File: src/rtl/score_keeper_pkg.sv
// Shared types and constants for the match score keeper.
package score_pkg;

   typedef enum logic {
      PLAYING    = 1'b0,
      MATCH_OVER = 1'b1
   } match_state_t;

   // Same encoding as the game FSM's gameover output.
   localparam logic [1:0] WIN_NONE  = 2'b00;
   localparam logic [1:0] WIN_WHITE = 2'b01;
   localparam logic [1:0] WIN_BLACK = 2'b10;

   typedef logic [3:0] bcd_digit_t;

   // Binary value of a two-digit BCD score (0..99).
   function automatic logic [6:0] bcd_to_bin(input bcd_digit_t tens, input bcd_digit_t ones);
      return 7'(tens) * 7'd10 + 7'(ones);
   endfunction

endpackage

File: src/rtl/score_keeper_bcd_counter2.sv
// Two-digit BCD counter that saturates at 99.
module bcd_counter2
   import score_pkg::*;
(
   input  logic       Clk,
   input  logic       reset_n,
   input  logic       clr,
   input  logic       inc,
   output bcd_digit_t ones,
   output bcd_digit_t tens,
   output logic       at_max
);

   assign at_max = (tens == 4'd9) && (ones == 4'd9);

   // Digit update: clear has priority, increments at 99 are absorbed.
   always_ff @(posedge Clk or negedge reset_n) begin
      if (!reset_n) begin
         ones <= 4'd0;
         tens <= 4'd0;
      end else if (clr) begin
         ones <= 4'd0;
         tens <= 4'd0;
      end else if (inc && !at_max) begin
         if (ones == 4'd9) begin
            ones <= 4'd0;
            tens <= tens + 4'd1;
         end else begin
            ones <= ones + 4'd1;
         end
      end
   end

endmodule

File: src/rtl/score_keeper.sv
// Per-player BCD round scores with match-winner detection.
module score_keeper
   import score_pkg::*;
#(
   parameter int WIN_SCORE = 5,
   parameter int SAT_SCORE = 99
) (
   input  logic       Clk,
   input  logic       reset_n,
   input  logic       add,
   input  logic       whitewon,
   input  logic       blackwon,
   input  logic       clear_scores,
   output logic [3:0] white_ones,
   output logic [3:0] white_tens,
   output logic [3:0] black_ones,
   output logic [3:0] black_tens,
   output logic       score_evt,
   output logic       tie_err,
   output logic       match_over,
   output logic [1:0] match_winner
);

   // A winning score above the counter ceiling could never be reached.
   localparam int         WIN_EFF = (WIN_SCORE > SAT_SCORE) ? SAT_SCORE : WIN_SCORE;
   localparam logic [6:0] WIN_BIN = 7'(WIN_EFF);

   match_state_t state, state_next;
   logic add_q, first_cycle;
   logic add_edge, accept, inc_white, inc_black, tie;
   logic white_max, black_max, white_win, black_win;

   // The first cycle after reset only primes add_q, so an add already high
   // at release is not mistaken for a fresh strobe.
   assign add_edge  = add & ~add_q & ~first_cycle;
   assign accept    = add_edge & (state == PLAYING) & ~clear_scores;
   assign inc_white = accept & whitewon & ~blackwon;
   assign inc_black = accept & blackwon & ~whitewon;
   assign tie       = accept & (whitewon ~^ blackwon);

   assign white_win = inc_white & ~white_max &
                      ((bcd_to_bin(white_tens, white_ones) + 7'd1) == WIN_BIN);
   assign black_win = inc_black & ~black_max &
                      ((bcd_to_bin(black_tens, black_ones) + 7'd1) == WIN_BIN);

   // Strobe edge detector history and post-reset mask.
   always_ff @(posedge Clk or negedge reset_n) begin
      if (!reset_n) begin
         add_q       <= 1'b0;
         first_cycle <= 1'b1;
      end else begin
         add_q       <= add;
         first_cycle <= 1'b0;
      end
   end

   // Match state register.
   always_ff @(posedge Clk or negedge reset_n) begin
      if (!reset_n) state <= PLAYING;
      else          state <= state_next;
   end

   // Next match state: a winning increment ends the match, clear restarts it.
   always_comb begin
      state_next = state;
      case (state)
         PLAYING:    if (white_win || black_win) state_next = MATCH_OVER;
         MATCH_OVER: if (clear_scores)           state_next = PLAYING;
         default:    state_next = PLAYING;
      endcase
   end

   // Registered status outputs, updated on the same edge as the digits.
   always_ff @(posedge Clk or negedge reset_n) begin
      if (!reset_n) begin
         score_evt    <= 1'b0;
         tie_err      <= 1'b0;
         match_over   <= 1'b0;
         match_winner <= WIN_NONE;
      end else begin
         score_evt  <= inc_white | inc_black;
         tie_err    <= tie;
         match_over <= (state_next == MATCH_OVER);
         if (clear_scores)   match_winner <= WIN_NONE;
         else if (white_win) match_winner <= WIN_WHITE;
         else if (black_win) match_winner <= WIN_BLACK;
      end
   end

   bcd_counter2 u_white (
      .Clk     (Clk),
      .reset_n (reset_n),
      .clr     (clear_scores),
      .inc     (inc_white),
      .ones    (white_ones),
      .tens    (white_tens),
      .at_max  (white_max)
   );

   bcd_counter2 u_black (
      .Clk     (Clk),
      .reset_n (reset_n),
      .clr     (clear_scores),
      .inc     (inc_black),
      .ones    (black_ones),
      .tens    (black_tens),
      .at_max  (black_max)
   );

endmodule

File: config.mk
export PLATFORM = sky130hd
export DESIGN_NAME = score_keeper
export DESIGN_NICKNAME = d
export VERILOG_FILES = /design/src/rtl/score_keeper_pkg.sv /design/src/rtl/score_keeper_bcd_counter2.sv /design/src/rtl/score_keeper.sv
export SDC_FILE = /design/constraint.sdc
export NUM_CORES = 1
export LEC_CHECK = 0
export ABC_AREA = 0
export CORE_UTILIZATION = 56
export DETAILED_ROUTE_END_ITERATION = 6
export GPL_TIMING_DRIVEN = 0
export PLACE_DENSITY_LB_ADDON = 0.05
export SYNTH_ARGS = -nofsm -noshare
export SYNTH_HDL_FRONTEND = slang
export SYNTH_SLANG_ARGS = --single-unit
File: constraint.sdc
create_clock -name Clk -period 5.15 [get_ports Clk]
set_clock_uncertainty 0.05 [all_clocks]
set_input_delay 0.515 -clock Clk [delete_from_list [all_inputs] [get_ports Clk]]
set_output_delay 0.515 -clock Clk [all_outputs]
set_load 0.01 [all_outputs]
== Word level (Yosys, flattened, before mapping) ==
Cells that the tools add are included.
Word-level totals
  bits of input ports: 6
  flip-flop bits (word level): 23
Cells by class
  multiplexer cells: 18
  equality and inequality tests: 6
  bitwise gates (word level): 23
  add/subtract/negate cells: 8
  $mul: 2
  reduce and logical (&&, ||, !) cells: 14
Operators with widths (count)
  4-bit 2-to-1 mux: 12
  4-bit by 1-bit adder with 4-bit output (second input constant): 4
  4-bit == test (second input constant): 4
  7-bit by 1-bit adder with 7-bit output (second input constant): 2
  7-bit by 4-bit adder with 7-bit output: 2
  7-bit by 3-bit == test with 1-bit output (second input constant): 2
  1-bit AND: 13
  4-bit by 3-bit multiplier with 6-bit output (second input constant): 2
  1-bit NOT: 8
  2-bit nonzero test: 4
  2-bit 2-to-1 mux: 3
  1-bit logical AND: 4
  2-bit AND reduction: 2
  3-bit nonzero test: 1
  1-bit zero test: 2
  1-bit 2-to-1 mux: 2
  1-bit case mux with 2 select lines: 1
  1-bit logical OR: 1
  1-bit OR: 1
  1-bit bitwise XNOR: 1

== Logic depth before layout (Yosys ltp) ==
Gate-level depths: netlist of the first run.
  word-level depth: 12
  mapped depth: 8
  depth with buffers taken out: 8

== By module ==
A second synthesis of the first run with hierarchy kept.
Unflattened totals
  cells, all modules: 171
  area total of the unflattened synthesis: 1705.4 µm²
Modules (own cells, without submodules)
  bcd_counter2: area an instance 513.0 µm², seq. area each 200.2 µm², times used 2, cells an instance 54
  score_keeper: area an instance 679.4 µm², seq. area each 176.4 µm², times used 1, cells an instance 63

== Worst setup path before layout of the first run ==
No wires, ideal clock.
  path type: register to register
  from: register u_black.tens[0]
  to: register match_winner[0]
  path buffers: 0
  data required time: 4.980 ns
  stages on the path, launching flop included: 7
  data arrival time: 2.494 ns
  setup slack: 2.487 ns
  library setup time: 0.120 ns
  period minus slack after synthesis: 2.663 ns
  cells stage by stage: dfrtp_1 ha_1 ha_1 or3b_1 a2111o_1 a2111o_1 a31o_1
On the way
  word-level cells in the longest chain between the ends: 6
  elaborated cells on any way between the ends: 10
  those cells by class: add/sub (2); mul (1); eq/ne (2); bitwise (3); reduce/logical (2)
Ends and longest elaborated chain
  start, declared: line score_keeper_bcd_counter2.sv:10  | output bcd_digit_t tens,
  start signal, assigned: line score_keeper_bcd_counter2.sv:27  | tens <= tens + 4'd1;
  4-bit by 3-bit multiplier with 6-bit output or 4-bit == test (tied branches): line score_keeper_pkg.sv:18, score_keeper_bcd_counter2.sv:14
  7-bit by 4-bit adder with 7-bit output or 1-bit logical AND (tied branches): line score_keeper_pkg.sv:18, score_keeper_bcd_counter2.sv:14
  7-bit by 1-bit adder with 7-bit output or 1-bit NOT (tied branches): line score_keeper.sv:44, score_keeper.sv:43
  7-bit by 3-bit == test with 1-bit output or 1-bit AND (tied branches): line score_keeper.sv:44, score_keeper.sv:43
  1-bit AND (*): line score_keeper.sv:43  | assign black_win = inc_black & ~black_max &
  3-bit nonzero test (no source line) (*)
  end signal, assigned: line score_keeper.sv:79  | match_winner <= WIN_NONE;
  end signal, assigned: line score_keeper.sv:84  | if (clear_scores) match_winner <= WIN_NONE;
  end signal, assigned: line score_keeper.sv:85  | else if (white_win) match_winner <= WIN_WHITE;
  end, declared: line score_keeper.sv:21  | output logic [1:0] match_winner
Every way passes the cells marked *; elsewhere a longest branch is shown, timed or not.
A chain may end at the register's enable or synchronous reset.

== Worst setup path in the final report of the first run ==
Ends and elaborated chain as after synthesis.

==> results of run 1 <==
## power groups by stage
stage | clock, mW | combinational, mW | sequential, mW
3_5_place_dp | 0 | 0.0167 | 0.187
6_report | 0.0827 | 0.0164 | 0.183
5_1_grt | 0.0899 | 0.0183 | 0.183
2_1_floorplan | 0 | 0.00620 | 0.187
3_3_place_gp | 0 | 0.0162 | 0.187
4_1_cts | 0.0874 | 0.0168 | 0.183
## path summary, 6_finish.rpt
| path | to | cells after the start |
|---|---|---|
| max in group asynchronous | score_evt | 1 |
| setup / recovery | match_winner[0] | 6 |
| hold reg to reg | match_winner[0] | 1 |
| hold / removal | match_winner[1] | 2 |
| min in group asynchronous | u_black.tens[3] | 1 |
| setup reg to reg | match_winner[0] | 6 |
## cell families (layout without fill, tap and decap cells)
group                      count (synthesis)  after routing  share of synthesized area
and+or+nand+nor                           54             54                     0.2165
AOI/OAI and AO/OA                         32             32                     0.1325
DFF                                       23             23                     0.3724
xor gates and xnor gates                   7              7                    0.03958
adders and majority gates                 22             22                     0.1874
buffers and inverters                     20             49                    0.04926
other                                      1              1                   0.002421
## cell usage after synthesis (all sizes together)
master / instances
a2111o: 3
a2111oi: 1
a211oi: 1
a21oi: 14
a31o: 1
and3b: 2
buf: 1
clkbuf: 1
conb: 1
dfrtp: 22
dfstp: 1
fa: 2
ha: 20
inv: 18
nand2: 9
nand2b: 1
nand3: 6
nand3b: 3
nand4: 2
nor2: 3
nor2b: 3
nor3: 2
nor3b: 2
nor4: 2
nor4b: 1
o21ai: 10
o31ai: 2
or2: 2
or3: 12
or3b: 2
or4: 2
xnor2: 3
xor2: 4
## metal layers
| layer | up-vias | global-route usage | wire length [um] |
|---|---|---|---|
| met1 | 630 | 0.2613 | 1331 |
| met4 | 0 | 0.09829 | 44 |
| met2 | 18 | 0.4900 | 1700 |
| met3 | 4 | 0.02500 | 59 |
| met5 | - | 0 | 0 |
| li1 | 618 | - | - |
## critical path: cells and delay by family (launching register included)
family	cells	cell delay (ns)
AOI/OAI and AO/OA	3	1.13
adders and majority gates	2	0.67
DFF	1	0.49
and+or+nand+nor	1	0.38
## cell type report
cell class / instances / area (um^2) / share of cell area
repair buffers: 25 / 250.2 / 0.1342
flip-flops and latches: 23 / 576.8 / 0.3094
clock inverters: 1 / 5.005 / 0.002685
multi-input cells: 116 / 895.9 / 0.4805
clock buffers: 3 / 22.52 / 0.01208
well taps: 30 / 37.54 / 0.02013
plain buffers: 2 / 8.758 / 0.004698
inverters: 18 / 67.56 / 0.03624
## sequential cells by signal, indices dropped and copies added (netlist names)
signal        count
u_black.tens      4
u_white.ones      4
first_cycle       1
add_q             1
match_over        1
match_winner      2
u_black.ones      4
tie_err           1
score_evt         1
u_white.tens      4
## through the flow
step                      area (um^2)  hold WS, ns  utilization
after global placement           1837       0.4568       0.7217
after CTS                        1864       0.4568       0.7325
after detailed placement         1837       0.4644       0.7217
after global routing             1864       0.4816       0.7325
after floorplan                  1549       0.1694            -
final                            1864       0.4719       0.7325
==> metrics, run 1 <==
H-tree Lvls=1; Routed Wire Length=3.136 mm; CTS Buf Count=3; detailed placer's ending HPWL=2.398 mm; post-route minimum period=2.818 ns; clock-pin slew on the worst setup and hold paths=0.12 ns; NumNets Final=217; Root Driver=clkbuf_4; total core area=0.002545 mm^2; via-per-instance ratio=5.826; critical-path maximum fanout=7; Comb pwr share=0.058; max-slew violations=0; Mean Syn Cell Area=9.742 um^2; initial antenna violation count=0; synth unique cells=34; Final Hold Viols=0; die width=54.60 um; flops & latches, synth=23; commonest non-fill, non-tap cell in the layout=clkdlybuf4s50_1; setup repair bufs after CTS=0; Post-DRT Antenna Nets=0; full die area=0.002981 mm^2; sw power=0.06484 mW; sequential power share=0.649; R2R setup slack=2.33 ns; Net Sw Frac=0.2296; CTS sink cnt=23; Ant. Diodes=0; Rel. slew slack=0.3072; Max Root-Sink Buffers=2; worst hold path type=input port to register; vias in the first global route=1,256; slowest CP cell=dfrtp_1; FILL cells=212; number of setup violations in the final report=0; pre-CTS WS=2.355 ns; largest net degree at the start of global routing=24; Slew @ Worst Pin=1.036 ns; worst path cell trace=ha_1 -> ha_1 -> or3b_1 -> a2111o_1 -> a2111o_1 -> a31o_1; initial core utilization=0.6087; highest clock rate=354.9 MHz; Sum Neg Setup Slack=0 ns; WP data arrival=2.98 ns; # IOs=27; overall global routing resource usage=0.2485; outcome=finished, final reports clean; row cnt=18; leading post-synthesis cells by cell area=dfrtp_1, ha_1, a21oi_1; Avg WL per Cell=14.39 um; Tcrit/Tclk final=0.5471; worst r2r src=u_black.tens[0]; Layout Area Growth over Synthesis=20.36%; Die H=54.60 um; Int Power=0.2175 mW; RePlAce Congestion=0.8442; DRT Pass-1 Iters=4; Max Cap Violations=0; LEAKAGE=0.7733 nW; power per cell area=151.5 mW/mm^2; share of the synthesized area in the top cell type=0.3554; Hold Crit Start=clear_scores; Post-Layout Cell Count=218; total number of vias=1,270; Hold Buf Count CTS=0; Setup crit start=u_black.tens[0]; post-CTS sizing=0; first-pass GRT wire length=5.271 mm; register area share after synthesis=0.3724; CP Data Required Time=5.31 ns; critical path class=register to register; CP Capture Type=register; RSZ-0062 raised after global routing=no; layout cells sized above 1=0.06383; worst skew pair latency=0.31 ns; area leader, netlist=dfrtp_1; Starting DRT DRC Count=15; TritonCTS clock tree=done; syn_nets=187; GRT Residual Overflow=0; Worst Slack Setup Final=2.332 ns; slowest cell delay on critical path=0.49 ns; Mapped Cells=159; dpl cells=214; peak supply drop=0.0002104 V; # DRC=0; most frequent cells in the layout=clkdlybuf4s50_1, dfrtp_1, ha_1; PortBufs=25; Clock Power Share=0.293; type of origin of the critical path=register; synth warn=0; Post-Syn Area=0.001549 mm^2; total power=0.2824 mW
(Power assumes the default switching activity.)
==> run 2: changes to the inputs <==
Settings changed: CORE_UTILIZATION 56 to 47.
Clock period 5.15 ns to 2.38 ns, I/O delays scaled along.
==> run 2 against run 1 <==
  * The run now ends with negative setup slack left
  * Register-to-register slack worse by 2.4 ns
  * Die area is 18% higher
  * Final area is 11% higher
  * Critical path depth is 1 higher
  * Count of clock-buffer cells in the layout is 1 higher
  * Hold slack worse by 0.29 ns
  * Global-route usage is 2.3 points lower
  * Critical endpoint unchanged
==> metrics, run 2 (synthesis results as in run 1) <==
Net Sw Frac=0.2272 (was 0.2296); peak supply drop=0.0003297 V (was 0.0002104 V); full die area=0.003530 mm^2 (was 0.002981 mm^2); Ant. Diodes=0 (unchanged); total core area=0.003078 mm^2 (was 0.002545 mm^2); via-per-instance ratio=5.469 (was 5.826); LEAKAGE=0.7827 nW (was 0.7733 nW); slowest cell delay on critical path=0.44 ns (was 0.49 ns); PortBufs=25 (unchanged); post-route minimum period=2.439 ns (was 2.818 ns); outcome=complete, but fails checks (was finished, final reports clean); Routed Wire Length=3.535 mm (was 3.136 mm); GR peak layer=met2 (unchanged); RSZ-0062 raised after global routing=yes (was no); Rel. slew slack=0.3009 (was 0.3072); failing checks=negative setup slack; GR Util met3=0.05459 (was 0.02500); met1 usage=0.2996 (was 0.2613); clock-pin slew on the worst setup and hold paths=0.13 ns (was 0.12 ns); Comb pwr share=0.057 (was 0.058); CP Data Required Time=2.55 ns (was 5.31 ns); layout cells sized above 1=0.1980 (was 0.06383); worst skew pair latency=0.31 ns (about the same); commonest non-fill, non-tap cell in the layout=clkdlybuf4s50_1 (unchanged); total number of vias=1,318 (was 1,270); Final Hold Viols=0 (unchanged); slowest CP cell=dfrtp_2 (was dfrtp_1); CTS Buf Count=3 (unchanged); critical-path maximum fanout=3 (was 7); Clock Power Share=0.295 (was 0.293); Max Cap Violations=0 (unchanged); initial core utilization=0.5033 (was 0.6087); initial antenna violation count=0 (unchanged); worst hold path type=input port to register (unchanged); Die H=59.41 um (was 54.60 um); pre-CTS WS=-0.1226 ns (was 2.355 ns); Root Driver=clkbuf_4 (unchanged); R2R setup slack=-0.06 ns (was 2.33 ns); die width=59.41 um (was 54.60 um); row cnt=20 (was 18); DRT Pass-1 Iters=4 (unchanged); CP Capture Type=register (unchanged); highest clock rate=410.1 MHz (was 354.9 MHz); detailed placer's ending HPWL=2.487 mm (was 2.398 mm); type of origin of the critical path=register (unchanged); sw power=0.1392 mW (was 0.06484 mW); # IOs=27 (unchanged); overall global routing resource usage=0.2256 (was 0.2485); Layout Area Growth over Synthesis=33.84% (was 20.36%); GRT Residual Overflow=0 (unchanged); number of setup violations in the final report=3 (was 0); # DRC=0 (unchanged); TritonCTS clock tree=done (unchanged); most frequent cells in the layout=clkdlybuf4s50_1, inv_1, a21oi_1, dfrtp_1, ha_1 (was clkdlybuf4s50_1, dfrtp_1, ha_1); H-tree Lvls=1 (unchanged); Avg WL per Cell=14.67 um (was 14.39 um); max-slew violations=0 (unchanged); first-pass GRT wire length=5.871 mm (was 5.271 mm); WP data arrival=2.61 ns (was 2.98 ns); worst path cell trace=ha_4 -> ha_4 -> inv_2 -> fa_2 -> a2111o_1 -> a2111o_1 -> a31o_1 (was ha_1 -> ha_1 -> or3b_1 -> a2111o_1 -> a2111o_1 -> a31o_1); Post-DRT Antenna Nets=0 (unchanged); Int Power=0.4733 mW (was 0.2175 mW); Starting DRT DRC Count=34 (was 15); largest net degree at the start of global routing=24 (unchanged); Core Util, Final=0.6736 (was 0.7325); Slew @ Worst Pin=1.045 ns (was 1.036 ns); met2 GRT Util=0.3772 (was 0.4900); sequential power share=0.647 (was 0.649); power per cell area=295.4 mW/mm^2 (was 151.5 mW/mm^2); Max Root-Sink Buffers=2 (unchanged); critical path class=register to register (unchanged); NumNets Final=226 (was 217); Tcrit/Tclk final=1.025 (was 0.5471); CTS sink cnt=23 (unchanged); RePlAce Congestion=0.7647 (was 0.8442); vias in the first global route=1,271 (was 1,256); Worst Slack Setup Final=-0.05872 ns (was 2.332 ns)
run 2: cell count changes in the layout (fill, tap and decap cells not counted), sizes merged:
cell	before	now
clkinv	1	0
clkbuf	4	5
buf	1	10
run 2: path summary, 6_finish.rpt:
check | start | to | cells past startpoint
worst min-delay path | clear_scores | match_winner[1] | 2
max in group asynchronous | reset_n | u_black.tens[1] | 1
worst max-delay path | u_black.tens[3] | match_winner[0] | 7
worst min register to register | match_winner[0] | match_winner[0] | 1
worst max register to register | u_black.tens[3] | match_winner[0] | 7
min in group asynchronous | reset_n | u_black.ones[3] | 1
run 2: layout make-up:
class	count	area [um^2]
timing repair buffer	34	317.8
clock buffer	4	26.28
inverter	18	67.56
tap	44	55.05
buffer	2	8.758
sequential	23	586.8
multi-input combinational	116	1011
fill	260	1005
run 2: power groups by stage:
stage / Clock [mW] / Sequential [mW] / Combinational (mW)
floorplan: 0 / 0.404 / 0.0135
global placement: 0 / 0.404 / 0.0345
detailed placement: 0 / 0.404 / 0.0355
CTS: 0.185 / 0.397 / 0.0356
global route: 0.200 / 0.397 / 0.0389
finish: 0.181 / 0.396 / 0.0351
run 2: worst max-delay path, delay by kind of cell, from the launching register on:
family | cells | cell delay, ns
AOI/OAI and AO/OA | 3 | 0.98
adders and majority gates | 3 | 0.84
DFF | 1 | 0.44
buffers and inverters | 1 | 0.05
run 2: per-layer routing:
metal  routed length, um  up-vias
met4                  12        0
met2                1691       27
met1                1708      652
li1                    -      637
met3                 122        2
met5                   0        -
run 2: through the flow:
step | setup TNS (ns) | area (um^2) | cells | power [mW] | hold WS, ns
6_report | -0.1242 | 2073 | 241 | 0.6124 | 0.1825
5_1_grt | -0.2973 | 2073 | 241 | 0.6360 | 0.1781
4_1_cts | -0.2694 | 2066 | 240 | 0.6176 | 0.1937
3_5_place_dp | -0.3395 | 1952 | 228 | 0.4394 | 0.4595
3_3_place_gp | -0.2192 | 1952 | 228 | 0.4383 | 0.4688
2_1_floorplan | -0.05973 | 1647 | 159 | 0.4178 | -0.1076
run 2: what timing repair did:
| item | 4_1_cts | 5_1_grt |
|---|---|---|
| hold buffers | 0 | 0 |
| setup endpoints to repair | 3 | 3 |
| resized for setup | 6 | 0 |
| setup buffers | 8 | 1 |
| pin swaps | 1 | 2 |
